`src/rtl/send_pkg.sv`:
```
// Shared types and width helpers for the multilane send controller.
// Imported by the FIFO and the top-level serialiser.
package send_pkg;

    typedef enum logic {
        ST_IDLE  = 1'b0,
        ST_SHIFT = 1'b1
    } state_e;

    localparam int unsigned MIN_WORD_W = 2;
    localparam int unsigned MIN_DEPTH  = 2;

    // Counter width that stays legal when the range collapses to one value.
    function automatic int unsigned cw(input int unsigned n);
        return (n > 1) ? $clog2(n) : 1;
    endfunction

endpackage

```
`src/rtl/send_fifo.sv`:
```
// Synchronous FIFO with first-word-fall-through head.
// Level is one bit wider than the pointers so full and empty differ.
module send_fifo
    import send_pkg::*;
#(
    parameter int unsigned W     = 8,
    parameter int unsigned DEPTH = 4
) (
    input  logic                     clk,
    input  logic                     rst,
    input  logic                     push_i,
    input  logic [W-1:0]             data_i,
    input  logic                     pop_i,
    output logic [W-1:0]             head_o,
    output logic                     empty_o,
    output logic                     full_o,
    output logic [$clog2(DEPTH):0]   level_o
);

    localparam int unsigned AW = $clog2(DEPTH);

    logic [W-1:0]  mem_q [DEPTH];
    logic [AW-1:0] wr_q;
    logic [AW-1:0] rd_q;
    logic [AW:0]   level_q;
    logic          do_push;
    logic          do_pop;

    assign full_o  = (level_q == (AW+1)'(DEPTH));
    assign empty_o = (level_q == '0);
    assign level_o = level_q;
    assign head_o  = mem_q[rd_q];
    assign do_push = push_i && !full_o;
    assign do_pop  = pop_i && !empty_o;

    always_ff @(posedge clk) begin
        if (do_push) begin
            mem_q[wr_q] <= data_i;
        end
    end

    always_ff @(posedge clk or posedge rst) begin
        if (rst) begin
            wr_q    <= '0;
            rd_q    <= '0;
            level_q <= '0;
        end else begin
            if (do_push) begin
                wr_q <= wr_q + 1'b1;
            end
            if (do_pop) begin
                rd_q <= rd_q + 1'b1;
            end
            unique case ({do_push, do_pop})
                2'b10:   level_q <= level_q + 1'b1;
                2'b01:   level_q <= level_q - 1'b1;
                default: level_q <= level_q;
            endcase
        end
    end

endmodule

```
`src/rtl/multilane_send_controller.sv`:
```
// Multi-lane word serialiser with forwarded-clock gate and frame sync.
// Words stream back-to-back from the input FIFO with no idle gap.
module multilane_send_controller
    import send_pkg::*;
#(
    parameter int unsigned WORD_W      = 8,
    parameter int unsigned LANES       = 1,
    parameter int unsigned FIFO_DEPTH  = 4,
    parameter int unsigned SYNC_PERIOD = 4,
    parameter bit          MSB_FIRST   = 1'b1
) (
    input  logic                          clk,
    input  logic                          rst,
    input  logic                          s_valid,
    output logic                          s_ready,
    input  logic [WORD_W*LANES-1:0]       s_data,
    output logic [LANES-1:0]              data_out,
    output logic                          clk_en,
    output logic                          sync_out,
    output logic                          busy,
    output logic [$clog2(FIFO_DEPTH):0]   fifo_level
);

    localparam int unsigned NB  = WORD_W * LANES;
    localparam int unsigned BCW = cw(WORD_W);
    localparam int unsigned SCW = cw(SYNC_PERIOD);

    if (WORD_W < MIN_WORD_W) begin : g_chk_word
        $error("WORD_W must be >= 2");
    end
    if (LANES < 1) begin : g_chk_lanes
        $error("LANES must be >= 1");
    end
    if (FIFO_DEPTH < MIN_DEPTH || (FIFO_DEPTH & (FIFO_DEPTH - 1)) != 0) begin : g_chk_depth
        $error("FIFO_DEPTH must be a power of 2 and >= 2");
    end
    if (SYNC_PERIOD < 1) begin : g_chk_sync
        $error("SYNC_PERIOD must be >= 1");
    end

    state_e         state_q, state_d;
    logic [BCW-1:0] bit_cnt_q, bit_cnt_d;
    logic [SCW-1:0] sync_cnt_q, sync_cnt_d;
    logic           sync_q, sync_d;
    logic           load, shift, clear, pop;
    logic           word_sync;
    logic           fifo_empty, fifo_full;
    logic [NB-1:0]  fifo_head;

    send_fifo #(
        .W     (NB),
        .DEPTH (FIFO_DEPTH)
    ) u_fifo (
        .clk     (clk),
        .rst     (rst),
        .push_i  (s_valid),
        .data_i  (s_data),
        .pop_i   (pop),
        .head_o  (fifo_head),
        .empty_o (fifo_empty),
        .full_o  (fifo_full),
        .level_o (fifo_level)
    );

    assign s_ready   = !fifo_full;
    assign clk_en    = (state_q == ST_SHIFT);
    assign sync_out  = sync_q;
    assign busy      = (state_q == ST_SHIFT) || (fifo_level != '0);
    assign word_sync = (sync_cnt_q == SCW'(SYNC_PERIOD - 1));

    always_comb begin
        state_d    = state_q;
        bit_cnt_d  = bit_cnt_q;
        sync_cnt_d = sync_cnt_q;
        sync_d     = 1'b0;
        load       = 1'b0;
        shift      = 1'b0;
        clear      = 1'b0;
        pop        = 1'b0;
        unique case (state_q)
            ST_IDLE: begin
                if (!fifo_empty) begin
                    pop       = 1'b1;
                    load      = 1'b1;
                    bit_cnt_d = BCW'(WORD_W - 1);
                    state_d   = ST_SHIFT;
                end
            end
            ST_SHIFT: begin
                if (bit_cnt_q != '0) begin
                    shift     = 1'b1;
                    bit_cnt_d = bit_cnt_q - 1'b1;
                    // Last bit goes out on this edge: count the word.
                    if (bit_cnt_q == BCW'(1)) begin
                        sync_d     = word_sync;
                        sync_cnt_d = word_sync ? '0 : sync_cnt_q + 1'b1;
                    end
                end else if (!fifo_empty) begin
                    pop       = 1'b1;
                    load      = 1'b1;
                    bit_cnt_d = BCW'(WORD_W - 1);
                end else begin
                    clear   = 1'b1;
                    state_d = ST_IDLE;
                end
            end
            default: state_d = ST_IDLE;
        endcase
    end

    always_ff @(posedge clk or posedge rst) begin
        if (rst) begin
            state_q    <= ST_IDLE;
            bit_cnt_q  <= '0;
            sync_cnt_q <= '0;
            sync_q     <= 1'b0;
        end else begin
            state_q    <= state_d;
            bit_cnt_q  <= bit_cnt_d;
            sync_cnt_q <= sync_cnt_d;
            sync_q     <= sync_d;
        end
    end

    for (genvar k = 0; k < LANES; k++) begin : g_lane
        logic [WORD_W-1:0] word;
        logic [WORD_W-1:0] sh_q;
        logic              bit_q;

        assign word        = fifo_head[k*WORD_W +: WORD_W];
        assign data_out[k] = bit_q;

        always_ff @(posedge clk or posedge rst) begin
            if (rst) begin
                sh_q  <= '0;
                bit_q <= 1'b0;
            end else if (load) begin
                if (MSB_FIRST) begin
                    bit_q <= word[WORD_W-1];
                    sh_q  <= {word[WORD_W-2:0], 1'b0};
                end else begin
                    bit_q <= word[0];
                    sh_q  <= {1'b0, word[WORD_W-1:1]};
                end
            end else if (shift) begin
                if (MSB_FIRST) begin
                    bit_q <= sh_q[WORD_W-1];
                    sh_q  <= {sh_q[WORD_W-2:0], 1'b0};
                end else begin
                    bit_q <= sh_q[0];
                    sh_q  <= {1'b0, sh_q[WORD_W-1:1]};
                end
            end else if (clear) begin
                bit_q <= 1'b0;
            end
        end
    end

endmodule
```
`config.mk`:
```
export PLATFORM = sky130hd
export DESIGN_NAME = multilane_send_controller
export DESIGN_NICKNAME = d
export VERILOG_FILES = /design/src/rtl/send_pkg.sv /design/src/rtl/send_fifo.sv /design/src/rtl/multilane_send_controller.sv
export SDC_FILE = /design/constraint.sdc
export NUM_CORES = 1
export LEC_CHECK = 0
export CAP_MARGIN = 25
export CORE_MARGIN = 5
export CORE_UTILIZATION = 57
export DETAILED_ROUTE_END_ITERATION = 8
export GPL_ROUTABILITY_DRIVEN = 1
export PLACE_DENSITY = 0.78
export SETUP_SLACK_MARGIN = 0.1
export SLEW_MARGIN = 25
export SYNTH_ARGS = -nofsm -noshare
export SYNTH_HDL_FRONTEND = slang
export SYNTH_SLANG_ARGS = --single-unit
```
`constraint.sdc`:
```
create_clock -name clk -period 2.4 [get_ports clk]
set_input_delay 0.48 -clock clk [delete_from_list [all_inputs] [get_ports clk]]
set_output_delay 0.48 -clock clk [all_outputs]
set_load 0.1 [all_outputs]
```
Word-level counts from Yosys, hierarchy flattened
Memory sizes are Yosys's and may differ from the RTL's.
Index checks and enable logic that the tools add are counted.
{ "word_totals": {"reg_bits": 23, "mem_bits_rw": 32, "inputBits": 11, "word_cells": 59, "mem_count": 1} }
{ "classes": {"add_sub_neg": 6, "eq_ne": 5, "n_mux": 25, "n_bitwise": 1, "n_reduce_logical": 12} }
{ "memory_table": {"columns": ["memory", "depth", "width", "rd", "rd_clocked_by_memory_dff", "wr", "line_no", "text"], "rows": [
  ["u_fifo.mem_q", 4, 8, 1, 0, 1, "send_fifo.sv:22", "logic [W-1:0] mem_q [DEPTH];"]
]} }
{ "op_table": {"columns": ["op", "n"], "rows": [
  ["$mux 1", 16],
  ["$mux 8", 2],
  ["$pmux 3 s2", 2],
  ["$reduce_bool 3->1", 3],
  ["$add 2x1->2 const B", 3],
  ["$mux 3", 2],
  ["$sub 3x1->3 const B", 2],
  ["$eq 2x2->1 const B", 2],
  ["$pmux 1 s2", 2],
  ["$reduce_bool 2->1", 2],
  ["$add 3x1->3 const B", 1],
  ["$eq 3x1->1 const B", 1],
  ["$eq 3x3->1 const B", 1],
  ["$logic_not 3->1", 1],
  ["$reduce_and 3->1", 1],
  ["$eq 2x1->1 const B", 1],
  ["$logic_and 1x1->1", 2],
  ["$logic_not 1->1", 2],
  ["$mux 2", 1],
  ["$logic_or 1x1->1", 1],
  ["$not 1->1", 1]
]} }

Logic depth before layout (Yosys ltp)
Gate-level depths: netlist of run 1.
{ "depth": {"word_depth": 7, "ltp_mapped": 10} }

By module
A second synthesis of run 1 with hierarchy kept.
{ "hier_totals": {"cells_unflattened": 151, "hier_area_um2": 2363.5} }
{ "by_module_without_submodules": {"columns": ["mod", "n_inst", "cells_per_inst", "area_per_inst_um2"], "rows": [
  ["send_fifo", 1, 80, 1596.5],
  ["multilane_send_controller", 1, 71, 767.0]
]} }

Worst setup path before layout of run 1
OpenSTA, ideal clock, no wires.
{ "synth_timing": {"kind": "register to register", "startpoint": "reg u_fifo.level_q[2], in the netlist u_fifo.level_o[2]", "endpoint": "reg u_fifo.level_q[2], in the netlist u_fifo.level_o[2]", "arrival_ps": 2775, "path_slack_ps": -539, "stages_incl_launch_ff": 10, "path_buffers": 0, "cell_sequence": "dfrtp_1 or3b_4 and2_4 inv_1 ha_1 inv_1 fa_1 xor2_1 nor2_1 xor2_1"} }
{ "synth_rtl": {"columns": ["item", "line_no", "text"], "rows": [
  ["start: declaration", "send_fifo.sv:25", "logic [AW:0] level_q;"],
  ["start signal: assignment", "send_fifo.sv:55", "2'b10: level_q <= level_q + 1'b1;"],
  ["start signal: assignment", "send_fifo.sv:56", "2'b01: level_q <= level_q - 1'b1;"],
  ["start signal: assignment", "send_fifo.sv:57", "default: level_q <= level_q;"],
  ["$eq 3x3->1 (*)", "send_fifo.sv:29", "assign full_o = (level_q == (AW+1)'(DEPTH));"],
  ["$logic_not 1->1 (*)", null, null],
  ["named net s_ready", "multilane_send_controller.sv:15", "output logic s_ready,"],
  ["$logic_and 1x1->1 (*)", "send_fifo.sv:33", "assign do_push = push_i && !full_o;"],
  ["$eq 2x1->1 / $eq 2x2->1 (equally long branches)", "send_fifo.sv:54", "unique case ({do_push, do_pop})"],
  ["$pmux 3 s2 / $reduce_bool 2->1 (equally long branches)", null, null]
]} }
The timed path passes the listed nets; every way through them passes the cells marked *.
A chain may end at the register's enable or synchronous reset.

Worst setup path after layout of run 1
{ "layout_timing": {"startpoint": "reg u_fifo.level_q[0], in the netlist u_fifo.level_o[0]", "endpoint": "reg u_fifo.level_q[2], in the netlist u_fifo.level_o[2]"} }
{ "layout_between": {"elab_chain_cells": 7} }
{ "layout_lines": {"columns": ["item", "line_no", "text"], "rows": [
  ["$logic_not 3->1", "send_fifo.sv:30", "assign empty_o = (level_q == '0);"],
  ["$mux 1", "multilane_send_controller.sv:82, multilane_send_controller.sv:98", null],
  ["$mux 1", "multilane_send_controller.sv:90", "if (bit_cnt_q != '0) begin"],
  ["$pmux 1 s2", "multilane_send_controller.sv:80", "unique case (state_q)"],
  ["$logic_and 1x1->1", "send_fifo.sv:34", "assign do_pop = pop_i && !empty_o;"],
  ["$eq 2x1->1 / $eq 2x2->1 (equally long branches)", "send_fifo.sv:54", null],
  ["$pmux 3 s2 / $reduce_bool 2->1 (equally long branches)", null, null]
]} }
Parallel ways exist; a longest one is shown, timed or not.

==> metrics.yaml, run 1 <==
vdd_ir_drop_max_uv: 878
hold_viol: 0
synth_seq_area_share_pct: 65.2
postRouteAntennaNets: 0
clockRootBuffer: "clkbuf_8"
p_leak_uw: 0.00111
max_stage_delay_ns: 0.52
cp_top_family: "simple AND/OR/NAND/NOR gates"
ff2ff_setup_slack_ns: 0.22
synth_warnings: 0
stdcell_count: 222
path_buf_inv: 2
critPathSlowestCell: "dfrtp_4"
grt_pass1_vias: 1348
synth_top_cell_area_share_pct: 41.4
globalRouteOverflowTotal: 0
critical_path_class: "register to register"
drtIter0Drc: 91
fin_worst_skew_ns: 0.00574
r2r_cells: 9
fp.dieH_um: 73.8
cts.sinks: 54
dp_cells: 214
grt_max_degree: 18
hpwl_mm: 2.70
wl_mm: 3.68
synth.avg_cell_area_sq_um: 16.0
synth-simple-area-share_pct: 6.80
clkLatencyLatePin_ns: 0.30
ios: 19
fin_util_pct: 67.8
final_cell_mix: "edfxtp_1 (32), dfrtp_1 (18), buf_4 (13), clkdlybuf4s50_1 (10), inv_1 (9)"
cp_max_fo: 6
synthMuxAreaShare_pct: 10.3
antenna_found_initial: 0
synth.top_cells.by_area: "edfxtp_1 (41%), dfrtp_1 (24%), mux4_2 (7.8%)"
wl_per_cell_um: 16.6
startpoint_type: "register"
coreArea_sq_um: 3970
drc: 0
final_common_cell: "edfxtp_1"
yosys.area.top_type: "edfxtp_1"
synth_cell_types: 35
fmax_mhz: 458
rsz0062_at_grt: "false"
max-slew-margin-rel_pct: 71.7
fin_crit_sh_pct: 90.9
antenna_cells: 0
cts_tree: "done"
cts_buffer_depth: 2
cts_hold_buf: 0
crit_chain: "or3b_4, and2_4, inv_2, ha_4, inv_2, fa_2, xor2_1, nor2_1, xor2_1"
worst_ep_required_time_ns: 2.62
synth_compound_area_share_pct: 6.80
drive_gt1_share_pct: 29.7
portBuffers: 18
grt_pass1_wl_mm: 6.42
synth_area_sq_um: 2320
htreeDepth: 2
setup_violations: 0
cts-buffers-inserted: 5
vias_per_cell: 5.55
finalWeightedCongestion: 0.798
area.growth.synth_to_final_pct: 16.1
ys_ff_latch: 54
max_cap_viol_count: 0
track_usage_pct: 15.7
syn_inst: 145
outcome: "finished, final reports clean"
slew_viol_final: 0
synth_xor_area_share_pct: 2.27
synthAdderAreaFrac_pct: 5.72
initial_core_util_pct: 58.4
critPathCaptureType: "register"
power_uw: 3350
reg2reg_from: "u_fifo.level_o[0]"
synth_nets: 166
fin_crit_ns: 2.18
clk_pin_slew_ns: 0.09
num_vias: 1232
hold_path_class: "input pin to asynchronous set/reset pin"
num_rows: 23
tightest_slew_ns: 0.424
reg2reg_to: "u_fifo.level_o[2]"
power_density_nw_per_um2: 1240
dieArea_sq_um: 5440
first_pass_iters: 4
critical_path_arrival_ns: 2.40
dieWidth_um: 73.8
setup_tns_ns: 0
cts_setup_buffers: 0
synth_top_family_by_area: "multiplexers"
fin_nets: 192
-- worst register-to-register path, delay by kind of cell, from the launching register on --
family | cells | cell delay (ns)
AND/OR/NAND/NOR | 3 | 0.74
XOR/XNOR | 2 | 0.30
buffers and inverters | 2 | 0.09
adder cells (fa/ha/maj) | 2 | 0.45
flip-flops | 1 | 0.52
-- what timing repair did --
action	in CTS	in global routing
endpoints found under the setup margin	0	1
hold endpoints to repair	0	0
resized for setup	0	1
-- kinds of logic after synthesis --
| family | count (synthesis) |
|---|---|
| XOR/XNOR | 6 |
| AO/OA/AOI/OAI | 20 |
| buffers and inverters | 16 |
| multiplexers | 13 |
| adder cells (fa/ha/maj) | 10 |
| AND/OR/NAND/NOR | 26 |
| flip-flops | 54 |
-- cells in the mapped netlist, drive strengths merged --
| cell | number |
|---|---|
| edfxtp | 32 |
| dfrtp | 22 |
| inv | 11 |
| ha | 9 |
| mux4 | 8 |
| a22oi | 7 |
| nand2 | 7 |
| a2bb2oi | 6 |
| and3 | 4 |
| a21oi | 3 |
| and2 | 3 |
| clkbuf | 3 |
| mux2 | 3 |
| nor3 | 3 |
| xnor2 | 3 |
| xor2 | 3 |
| buf | 2 |
| mux2i | 2 |
| nand2b | 2 |
| nor2 | 2 |
| a211oi | 1 |
| a21o | 1 |
| a221o | 1 |
| a22o | 1 |
| and3b | 1 |
| fa | 1 |
| nor2b | 1 |
| nor3b | 1 |
| or3 | 1 |
| or3b | 1 |
-- sequential cells by signal, indices dropped and copies added, names as in the netlist --
register        count
g_lane.sh_q         7
u_fifo.rd_q         2
u_fifo.wr_q         2
sync_cnt_q          2
data_out            1
u_fifo.level_o      3
bit_cnt_q           3
clk_en              1
u_fifo.mem_q       32
sync_out            1
-- per-stage QoR --
step / area (sq um) / hold WS (ns) / setup WS (ns)
after floorplan: 2350 / 0.469 / -0.0566
after global placement: 2600 / 0.493 / 0.265
after detailed placement: 2600 / 0.502 / 0.177
after CTS: 2690 / 0.466 / 0.197
after global routing: 2690 / 0.512 / 0.123
final: 2690 / 0.464 / 0.218
-- power by group --
group	switching [uW]	internal [uW]	leakage [uW]
logic	785	580	0.000507
registers	205	1290	0.000555
clock network	287	205	0.0000441
total	1280	2070	0.00111
-- layout make-up --
class	count	area, sq um
Clock buffer	5	68.8
Clock inverter	3	21.3
Fill cell	281	1280
Inverter	11	41.3
Multi-Input combinational cell	75	759
Sequential cell	54	1520
Tap cell	50	62.6
Timing Repair Buffer	24	218
-- worst max path at each step --
stage / start / cells after the start / end
4_1_cts: bit_cnt_q[0] / 11 / u_fifo.level_o[2]
6_report: u_fifo.level_o[0] / 9 / u_fifo.level_o[2]
2_1_floorplan: u_fifo.level_o[0] / 9 / u_fifo.level_o[2]
3_5_place_dp: s_valid / 9 / u_fifo.level_o[2]
5_1_grt: bit_cnt_q[0] / 11 / u_fifo.level_o[2]
3_3_place_gp: s_valid / 9 / u_fifo.level_o[2]
-- per-layer routing --
layer	part of all wire, %	global-route usage, %
met2	50	25.9
met3	3.9	3.28
met1	44	21.0
met5	0	0
met4	1.3	4.83
No activity file was read; power rests on OpenSTA's default activity.
==> inputs of run 2 (changes only) <==
--- a/config.mk
+++ b/config.mk
@@ -10,7 +10,7 @@
 export CORE_UTILIZATION = 57
 export DETAILED_ROUTE_END_ITERATION = 8
 export GPL_ROUTABILITY_DRIVEN = 1
-export PLACE_DENSITY = 0.78
+export PLACE_DENSITY = 0.86
 export SETUP_SLACK_MARGIN = 0.1
 export SLEW_MARGIN = 25
 export SYNTH_ARGS = -nofsm -noshare
==> constraint.sdc (replaced) <==
create_clock -name clk -period 2.4 [get_ports clk]
set_input_delay 0.6 -clock clk [delete_from_list [all_inputs] [get_ports clk]]
set_output_delay 0.6 -clock clk [all_outputs]
set_load 0.1 [all_outputs]
==> metrics.yaml, run 2 (synthesis results as in run 1) <==
outcome: "finished, final reports clean"  # unchanged
cts-buffers-inserted: 5  # unchanged
globalRouteOverflowTotal: 0  # unchanged
postLayoutCellArea_sq_um: 2690  # about the same
vdd_ir_drop_max_uv: 666  # was 878 uV
fp.dieH_um: 73.8  # unchanged
hold_path_class: "register to register"  # was input pin to asynchronous set/reset pin
power_density_nw_per_um2: 1250  # was 1240 nW/um^2
min_to: "data_out"
clockRootBuffer: "clkbuf_8"  # unchanged
hold_viol: 0  # unchanged
critical_path_arrival_ns: 2.42  # was 2.40 ns
fmax_mhz: 456  # was 458 MHz
intPower_uw: 2090  # was 2070 uW
postRouteAntennaNets: 0  # unchanged
grt_max_degree: 23  # was 18
pwr-share-clk_pct: 13.8  # was 14.7%
wl_mm: 3.95  # was 3.68 mm
grt_pass1_wl_mm: 6.64  # was 6.42 mm
ios: 19  # unchanged
clkLatencyLatePin_ns: 0.30  # about the same
clk_pin_slew_ns: 0.09  # about the same
cts_hold_buf: 0  # unchanged
fin_crit_ns: 2.19  # was 2.18 ns
htreeDepth: 2  # unchanged
cts.repair.resized: 0  # unchanged
first_pass_iters: 5  # was 4
final_cell_mix: "edfxtp_1 (32), dfrtp_1 (18), buf_4 (11), clkdlybuf4s50_1 (10), inv_1 (9)"  # was edfxtp_1 (32), dfrtp_1 (18), buf_4 (13), clkdlybuf4s50_1 (10), inv_1 (9)
fin_crit_sh_pct: 91.5  # was 90.9%
fin_util_pct: 67.7  # was 67.8%
p_comb_share_pct: 41.8  # was 40.8%
track_usage_pct: 16.8  # was 15.7%
largest_register: "u_fifo.mem_q"  # unchanged
max_stage_delay_ns: 0.52  # about the same
rsz0062_at_grt: "false"  # unchanged
wl_per_cell_um: 17.9  # was 16.6 um
dieWidth_um: 73.8  # unchanged
p_sw_uw: 1290  # was 1280 uW
coreArea_sq_um: 3970  # unchanged
startpoint_type: "register"  # unchanged
vias_per_cell: 5.80  # was 5.55
reg2reg_from: "u_fifo.level_o[0]"  # unchanged
largest_reg_flops: 32  # unchanged
cts_tree: "done"  # unchanged
critical_path_class: "register to register"  # unchanged
initial_core_util_pct: 58.4  # unchanged
cts.sinks: 54  # unchanged
crit_chain: "or3b_4, and2_4, inv_2, ha_4, inv_2, fa_2, xor2_1, nor2_1, xor2_1"  # unchanged
reg.largest.list: "u_fifo.mem_q x32, g_lane.sh_q x7"  # unchanged
tightest_slew_ns: 0.465  # was 0.424 ns
r2r_cells: 9  # unchanged
area.growth.synth_to_final_pct: 15.9  # was 16.1%
num_vias: 1281  # was 1232
hp-start: "g_lane[0].sh_q[7]"
num_rows: 23  # unchanged
final_common_cell: "edfxtp_1"  # unchanged
fin_nets: 191  # was 192
critPathSlowestCell: "dfrtp_4"  # unchanged
drtIter0Drc: 81  # was 91
max-slew-margin-rel_pct: 69.0  # was 71.7%
antenna_found_initial: 0  # unchanged
hold_depth: 1
drive_gt1_share_pct: 27.5  # was 29.7%
portBuffers: 18  # unchanged
hpwl_mm: 2.93  # was 2.70 mm
grt_pass1_vias: 1393  # was 1348
max_cap_viol_count: 0  # unchanged
critPathCaptureType: "register"  # unchanged
path_buf_inv: 2  # unchanged
setup_violations: 0  # unchanged
seqPwrFrac_pct: 44.4  # was 44.5%
slew_viol_final: 0  # unchanged
drc: 0  # unchanged
dieArea_sq_um: 5440  # unchanged
p_leak_uw: 0.00110  # was 0.00111 uW
switching_share_pct: 38.1  # was 38.2%
cp_max_fo: 6  # unchanged
worst_ep_required_time_ns: 2.62  # about the same
cts_buffer_depth: 2  # unchanged
finalWeightedCongestion: 0.766  # was 0.798
reg2reg_to: "u_fifo.level_o[2]"  # unchanged
cp_top_family: "simple AND/OR/NAND/NOR gates"  # unchanged
fin_worst_skew_ns: 0.00483  # was 0.00574 ns
antenna_cells: 0  # unchanged
cts_setup_buffers: 0  # unchanged
ff2ff_setup_slack_ns: 0.21  # was 0.22 ns
dpl-instance-area_sq_um: 2600  # about the same
run 2: area by class of cell:
class | instances | area, sq um
multi-input cells | 75 | 759
inverters | 11 | 41.3
repair buffers | 23 | 223
clock buffers | 7 | 76.3
well taps | 50 | 62.6
flip-flops and latches | 54 | 1520
clock inverters | 1 | 3.75
fillers | 264 | 1280
run 2: power groups by stage:
stage	Clock (uW)	Combinational [uW]	Sequential [uW]
after floorplan	0	882	1680
after global placement	0	1340	1490
after detailed placement	0	1420	1520
after CTS	474	1420	1500
after global routing	519	1520	1530
final	465	1410	1500
run 2: through the flow:
stage	setup slack [ns]	instances	setup TNS (ns)	hold slack (ns)	power [uW]
after detailed placement	0.0360	213	0	0.500	2940
after floorplan	-0.0566	145	-0.0566	0.474	2560
final	0.205	221	0	0.526	3370
after CTS	0.143	221	0	0.519	3400
after global routing	0.116	221	0	0.550	3580
after global placement	0.147	213	0	0.494	2820
run 2: worst register-to-register path: cells and delay by family (launching register included):
| kind | cells | cell delay [ns] |
|---|---|---|
| xor+xnor | 2 | 0.31 |
| simple gates | 3 | 0.74 |
| flops | 1 | 0.52 |
| fa+ha+maj | 2 | 0.46 |
| buf+inv | 2 | 0.10 |
run 2: worst max-delay path by stage:
stage,start,end,slack (ns),depth (start not counted)
final,u_fifo.level_o[0],u_fifo.level_o[2],0.21,9
after global routing,u_fifo.level_o[0],u_fifo.level_o[2],0.12,9
after CTS,bit_cnt_q[0],u_fifo.level_o[2],0.14,10
after detailed placement,s_valid,u_fifo.level_o[2],0.04,9
after global placement,s_valid,u_fifo.level_o[2],0.15,9
after floorplan,u_fifo.level_o[0],u_fifo.level_o[2],-0.06,9
run 2: routing by layer:
metal	share of wire, %	GRT usage (%)	vias up
met2	54	29.1	35
met3	4.2	4.65	9
met5	0	0	-
met1	39	20.0	647
met4	2.1	6.04	0
li1	-	-	590
